--- config.mk ---
export PLATFORM = sky130hd
export DESIGN_NAME = fetch_ctrl
export DESIGN_NICKNAME = d
export VERILOG_FILES = /design/src/rtl/fetch_ctrl.sv
export SDC_FILE = /design/constraint.sdc
export NUM_CORES = 1
export LEC_CHECK = 0
export ABC_AREA = 1
export ABC_CLOCK_PERIOD_IN_PS = 1900
export CAP_MARGIN = 20
export CORE_ASPECT_RATIO = 1.5
export CORE_MARGIN = 1.5
export CORE_UTILIZATION = 38
export CTS_CLUSTER_DIAMETER = 40
export DETAILED_ROUTE_END_ITERATION = 10
export PLACE_DENSITY = 0.87
export SYNTH_ARGS = -nofsm -noshare
export SYNTH_HDL_FRONTEND = slang
export SYNTH_SLANG_ARGS = --single-unit
--- constraint.sdc ---
create_clock -name clk -period 1.9 [get_ports clk]
set_clock_uncertainty 0.1 [all_clocks]
set_input_delay 0.38 -clock clk [delete_from_list [all_inputs] [get_ports clk]]
set_output_delay 0.38 -clock clk [all_outputs]
set_load 0.01 [all_outputs]
--- src/rtl/fetch_ctrl.sv ---
// Instruction fetch controller: issues one request at a time to instruction
// memory, buffers the returned word for decode, and steers the PC register.
// A redirect flushes the buffer. A response that was already in flight when
// the redirect arrived is dropped on return via the kill flag.
module fetch_ctrl #(
  parameter int unsigned       WIDTH = 32,
  parameter logic [WIDTH-1:0]  NOP   = WIDTH'(32'h0000_0013)
) (
  input  logic             clk,
  input  logic             rst,
  input  logic [WIDTH-1:0] pc,
  output logic             pc_load,
  output logic [WIDTH-1:0] next_pc,
  output logic             imem_req,
  output logic [WIDTH-1:0] imem_addr,
  input  logic             imem_ready,
  input  logic             imem_rvalid,
  input  logic [WIDTH-1:0] imem_rdata,
  input  logic             redirect_valid,
  input  logic [WIDTH-1:0] redirect_pc,
  input  logic             stall,
  output logic             if_valid,
  output logic [WIDTH-1:0] if_pc,
  output logic [WIDTH-1:0] if_instr
);

  typedef enum logic {S_REQ = 1'b0, S_WAIT = 1'b1} state_t;

  localparam logic [WIDTH-1:0] PC_STEP    = WIDTH'(4);
  localparam logic [WIDTH-1:0] ALIGN_MASK = ~WIDTH'(3);

  state_t           r_state;
  logic             r_kill;
  logic             r_if_valid;
  logic [WIDTH-1:0] r_if_pc;
  logic [WIDTH-1:0] r_if_instr;

  logic             w_redirect;
  logic             w_capture;
  logic             w_consume;
  logic             w_req;
  logic [WIDTH-1:0] w_redirect_tgt;

  // Request, capture and PC-steering decisions for the current cycle
  always_comb begin
    w_redirect     = !rst && redirect_valid;
    w_capture      = !rst && !redirect_valid && (r_state == S_WAIT) &&
                     imem_rvalid && !r_kill;
    w_consume      = r_if_valid && !stall;
    w_req          = !rst && !redirect_valid && (r_state == S_REQ) &&
                     !(r_if_valid && stall);
    w_redirect_tgt = redirect_pc & ALIGN_MASK;
    pc_load        = w_redirect || w_capture;
    next_pc        = pc;
    if (w_redirect) begin
      next_pc = w_redirect_tgt;
    end else if (w_capture) begin
      next_pc = pc + PC_STEP;
    end
  end

  assign imem_req  = w_req;
  assign imem_addr = pc;
  assign if_valid  = r_if_valid;
  assign if_pc     = r_if_pc;
  assign if_instr  = r_if_instr;

  // FSM, kill flag and decode buffer; an empty buffer always holds NOP
  always_ff @(posedge clk) begin
    if (rst) begin
      r_state    <= S_REQ;
      r_kill     <= 1'b0;
      r_if_valid <= 1'b0;
      r_if_pc    <= '0;
      r_if_instr <= NOP;
    end else if (redirect_valid) begin
      r_if_valid <= 1'b0;
      r_if_instr <= NOP;
      if (r_state == S_WAIT) begin
        if (imem_rvalid) begin
          r_state <= S_REQ;
          r_kill  <= 1'b0;
        end else begin
          r_kill  <= 1'b1;
        end
      end
    end else begin
      if (r_state == S_REQ) begin
        if (w_req && imem_ready) begin
          r_state <= S_WAIT;
        end
      end else if (imem_rvalid) begin
        r_state <= S_REQ;
        r_kill  <= 1'b0;
      end
      if (w_capture) begin
        r_if_valid <= 1'b1;
        r_if_pc    <= pc;
        r_if_instr <= imem_rdata;
      end else if (w_consume) begin
        r_if_valid <= 1'b0;
        r_if_instr <= NOP;
      end
    end
  end

endmodule

==> summary.md, run 1 <==
| Metric | Value |
|---|---|
| Fillers | `685` |
| Count of different cell masters after synthesis | `31` |
| Endpoint class of the critical path | `output port` |
| Die Height | `about 130 um` |
| Busiest grt layer | `met2` |
| Final core utilization | `0.780` |
| Power density cells | `between 500 and 600 nW/um2` |
| Max Cap Viol | `0` |
| Setup TNS | `-9.95 ns` |
| FF/Latch Area | `1340 um2` |
| Failing checks | `design-rule violations, negative setup slack` |
| Port bufs | `230` |
| Worst R2R End | `if_instr[9]` |
| Area grow syn2layout | `98.5%` |
| Final Setup Violations | `31` |
| Routability congestion estimate | `0.972` |
| Vias | `5143` |
| Post-synthesis sequential area ratio | `0.350` |
| Fin. Hold Viols | `0` |
| Final worst slack | `-0.440 ns` |
| Switching power share of the total | `0.273` |
| Clock Path Buffers | `2` |
| R2R setup slack | `0.03 ns` |
| Clock Sinks | `67` |
| # rows | `44` |
| Antenna-violating nets left | `0` |
| Final critical-path share of the clock period | `1.23` |
| Diodes inserted | `0` |
| RSZ-0062 raised after global routing | `true` |
| Share of power burned in registers | `0.354` |
| PnR Total Power | `4.05 mW` |
| Worst slew margin | `0.807` |
| Dpl cells | `946` |
| Final wirelength | `17900 um` |
| Status | `finished with violations` |
| Initial antenna violation count | `0` |
| Syn Area/Cell | `between 6 and 7 um2` |
| Hold_sp | `pc[9]` |
| Total GRT Usage | `0.323` |
| Min-Delay Path Class | `in -> reg` |
| Worst EP arrival | `1.86 ns` |
| Dpl ws | `-1.19 ns` |
| Multi-input gate area | `2370 um2` |
| Internal power | `roughly 2.9 mW` |
| Leak | `3.38 nW` |
| Clock power frac | `0.414` |
| Non-Filler Instances | `985` |
| Total Nets Final | `968` |
| Root buffer cell | `clkbuf_16` |
| Initial DRC count | `approximately 250` |
| CTS tree | `yes` |
| Worst Hold Path Cells | `3` |
| Final Slew Violations | `0` |
| Clk_lat worst skew | `between 0.3 and 0.4 ns` |
| Via density | `roughly 5.2` |
| Die ar. | `10700 um2` |
| Clock transition at the registers of the reported paths | `0.06 ns` |
| Residual DRC | `20` |
| CP Launch Type | `register` |
| Worst R2R Start | `r_kill` |
| First-pass GRT wire length | `26900 um` |
| Vias in the first global route | `5231` |
| Met3 usage | `0.0459` |
| Mapped Area | `3830 um2` |
| Hold path endpoint | `if_pc[9]` |
| Worst EP required | `between 1 and 1.5 ns` |
| Max Fanout on Critical Path | `6` |
| Met1 GRT Util | `0.316` |
| Post-DP HPWL | `12800 um` |
| Mapped Cells | `555` |
| Synth warn | `0` |
| Net switching power | `1.11 mW` |
| Met2 Use GR | `0.615` |
| Worst Tran Pin Value | `slightly below 0.3 ns` |
| Kind of critical path | `reg -> out` |
| DR pass1 iterations | `9` |
| Drt wl/cell | `18.1 um` |
| Combinational share of power | `0.232` |
| H-tree depth | `3` |
| Min Tclk post-route | `2.34 ns` |
| Largest net degree at the start of global routing | `37` |
| Core Footprint | `roughly 9700 um2` |
| Initial core utilization | `0.393` |
| Worst r2r path cells | `10` |
| Worst vdd ir | `0.471 mV` |
| Share of cells above drive strength 1 | `0.330` |
| Fmax | `around 430 MHz` |
| I/O pins | `233` |
| Inserted Clock Buffers | `9` |
| Overflow after GRT | `0` |
| Mapped Nets | `658` |
| Die W | `around 85 um` |
| Number of synthesized register bits | `67` |
[synth_stat cells (all sizes together)]
library cell / count / share of area
a211oi: 1 / 0.0020
a21oi: 5 / 0.0065
a31oi: 1 / 0.0016
a32o: 29 / 0.076
buf: 50 / 0.091
clkbuf: 10 / 0.0098
dfxtp: 67 / 0.35
ha: 1 / 0.0033
inv: 50 / 0.049
nand2: 165 / 0.16
nand3: 68 / 0.093
nand4: 7 / 0.011
nor2: 51 / 0.057
nor3: 4 / 0.0065
o21ai: 23 / 0.030
o21bai: 7 / 0.014
o31ai: 1 / 0.0020
o32ai: 3 / 0.0069
xnor2: 4 / 0.0091
xor2: 8 / 0.018
[stage by stage]
step | hold WS (ns) | instance area (um2)
finish | 0.318 | 7600
detailed placement | 0.357 | 6730
global route | 0.358 | 7600
floorplan | 0.363 | 3840
global placement | 0.352 | 6730
CTS | 0.355 | 7430
[how the worst max path moves through the flow]
| stage | start | to | slack (ns) |
|---|---|---|---|
| 6_report | r_state | next_pc[31] | -0.44 |
| 5_1_grt | r_state | next_pc[31] | -0.51 |
| 4_1_cts | r_state | next_pc[31] | -0.36 |
| 3_5_place_dp | pc[2] | next_pc[18] | -1.19 |
| 3_3_place_gp | pc[2] | next_pc[24] | -1.15 |
| 2_1_floorplan | rst | next_pc[11] | 0.0005 |
[layer usage]
metal	vias up	wire length, um
met3	71	1060
li1	2419	-
met1	2394	5970
met4	0	1170
met5	-	0
met2	259	9670
[logic make-up after synthesis]
| kind of cell | count (synthesis) | synth area share |
|---|---|---|
| buf+inv | 110 | 0.150 |
| compound gates | 70 | 0.139 |
| simple gates | 295 | 0.331 |
| xor+xnor | 12 | 0.0274 |
| fa+ha+maj | 1 | 0.00327 |
| flops | 67 | 0.350 |
[power by group through the flow]
stage,registers (mW),clock network [mW],logic (mW)
floorplan,1.47,0,0.294
global placement,1.46,0,0.892
detailed placement,1.46,0,0.902
CTS,1.43,1.69,0.899
global route,1.43,1.76,0.992
finish,1.43,1.68,0.938
[critical path, cell delays in order, from the launching register on]
cell,delay (ns)
dfxtp_2,0.36
nand2_4,0.07
inv_4,0.07
nand3_4,0.13
buf_6,0.16
nor3_4,0.19
buf_6,0.14
nand3_2,0.05
nand2_1,0.07
nand3_2,0.08
nand2_1,0.08
buf_2,0.13
[registers in the layout, summed over array words and instances, names as in the netlist]
signal	flops
if_instr	32
if_pc	32
if_valid	1
r_kill	1
r_state	1
[timing repair]
item,in CTS,in global routing
buffers inserted,22,6
hold buffers,0,0
resized for setup,310,43
setup endpoints to repair,96,47
pin swaps,49,36
gates cloned,0,0
[placed cells by master (no fill, tap or decap), drive strengths merged, types with 19 or more instances in the layout]
cell | netlist | routed
buf | 50 | 165
inv | 50 | 52
dfxtp | 67 | 67
dlygate4sd2 | 0 | 19
o21ai | 23 | 23
nand2 | 165 | 165
nor2 | 51 | 51
clkdlybuf4s50 | 0 | 163
a32o | 29 | 29
nand3 | 68 | 68
[cell type report]
type	count	share of cell area
repair buffers	359	0.429
multi-input cells	378	0.311
flip-flops and latches	67	0.177
clock buffers	9	0.0296
inverters	50	0.0250
well taps	115	0.0189
clock inverters	7	0.00987
No activity file was read; power rests on OpenSTA's default activity.
==> inputs of run 2 (changes only) <==
--- a/config.mk
+++ b/config.mk
@@ -7,7 +7,7 @@
 export LEC_CHECK = 0
 export ABC_AREA = 1
 export ABC_CLOCK_PERIOD_IN_PS = 1900
-export CAP_MARGIN = 20
+export CAP_MARGIN = 25
 export CORE_ASPECT_RATIO = 1.5
 export CORE_MARGIN = 1.5
 export CORE_UTILIZATION = 38
==> results of run 2 <==
Final layout, timing and power as in run 1 (identical DEF).
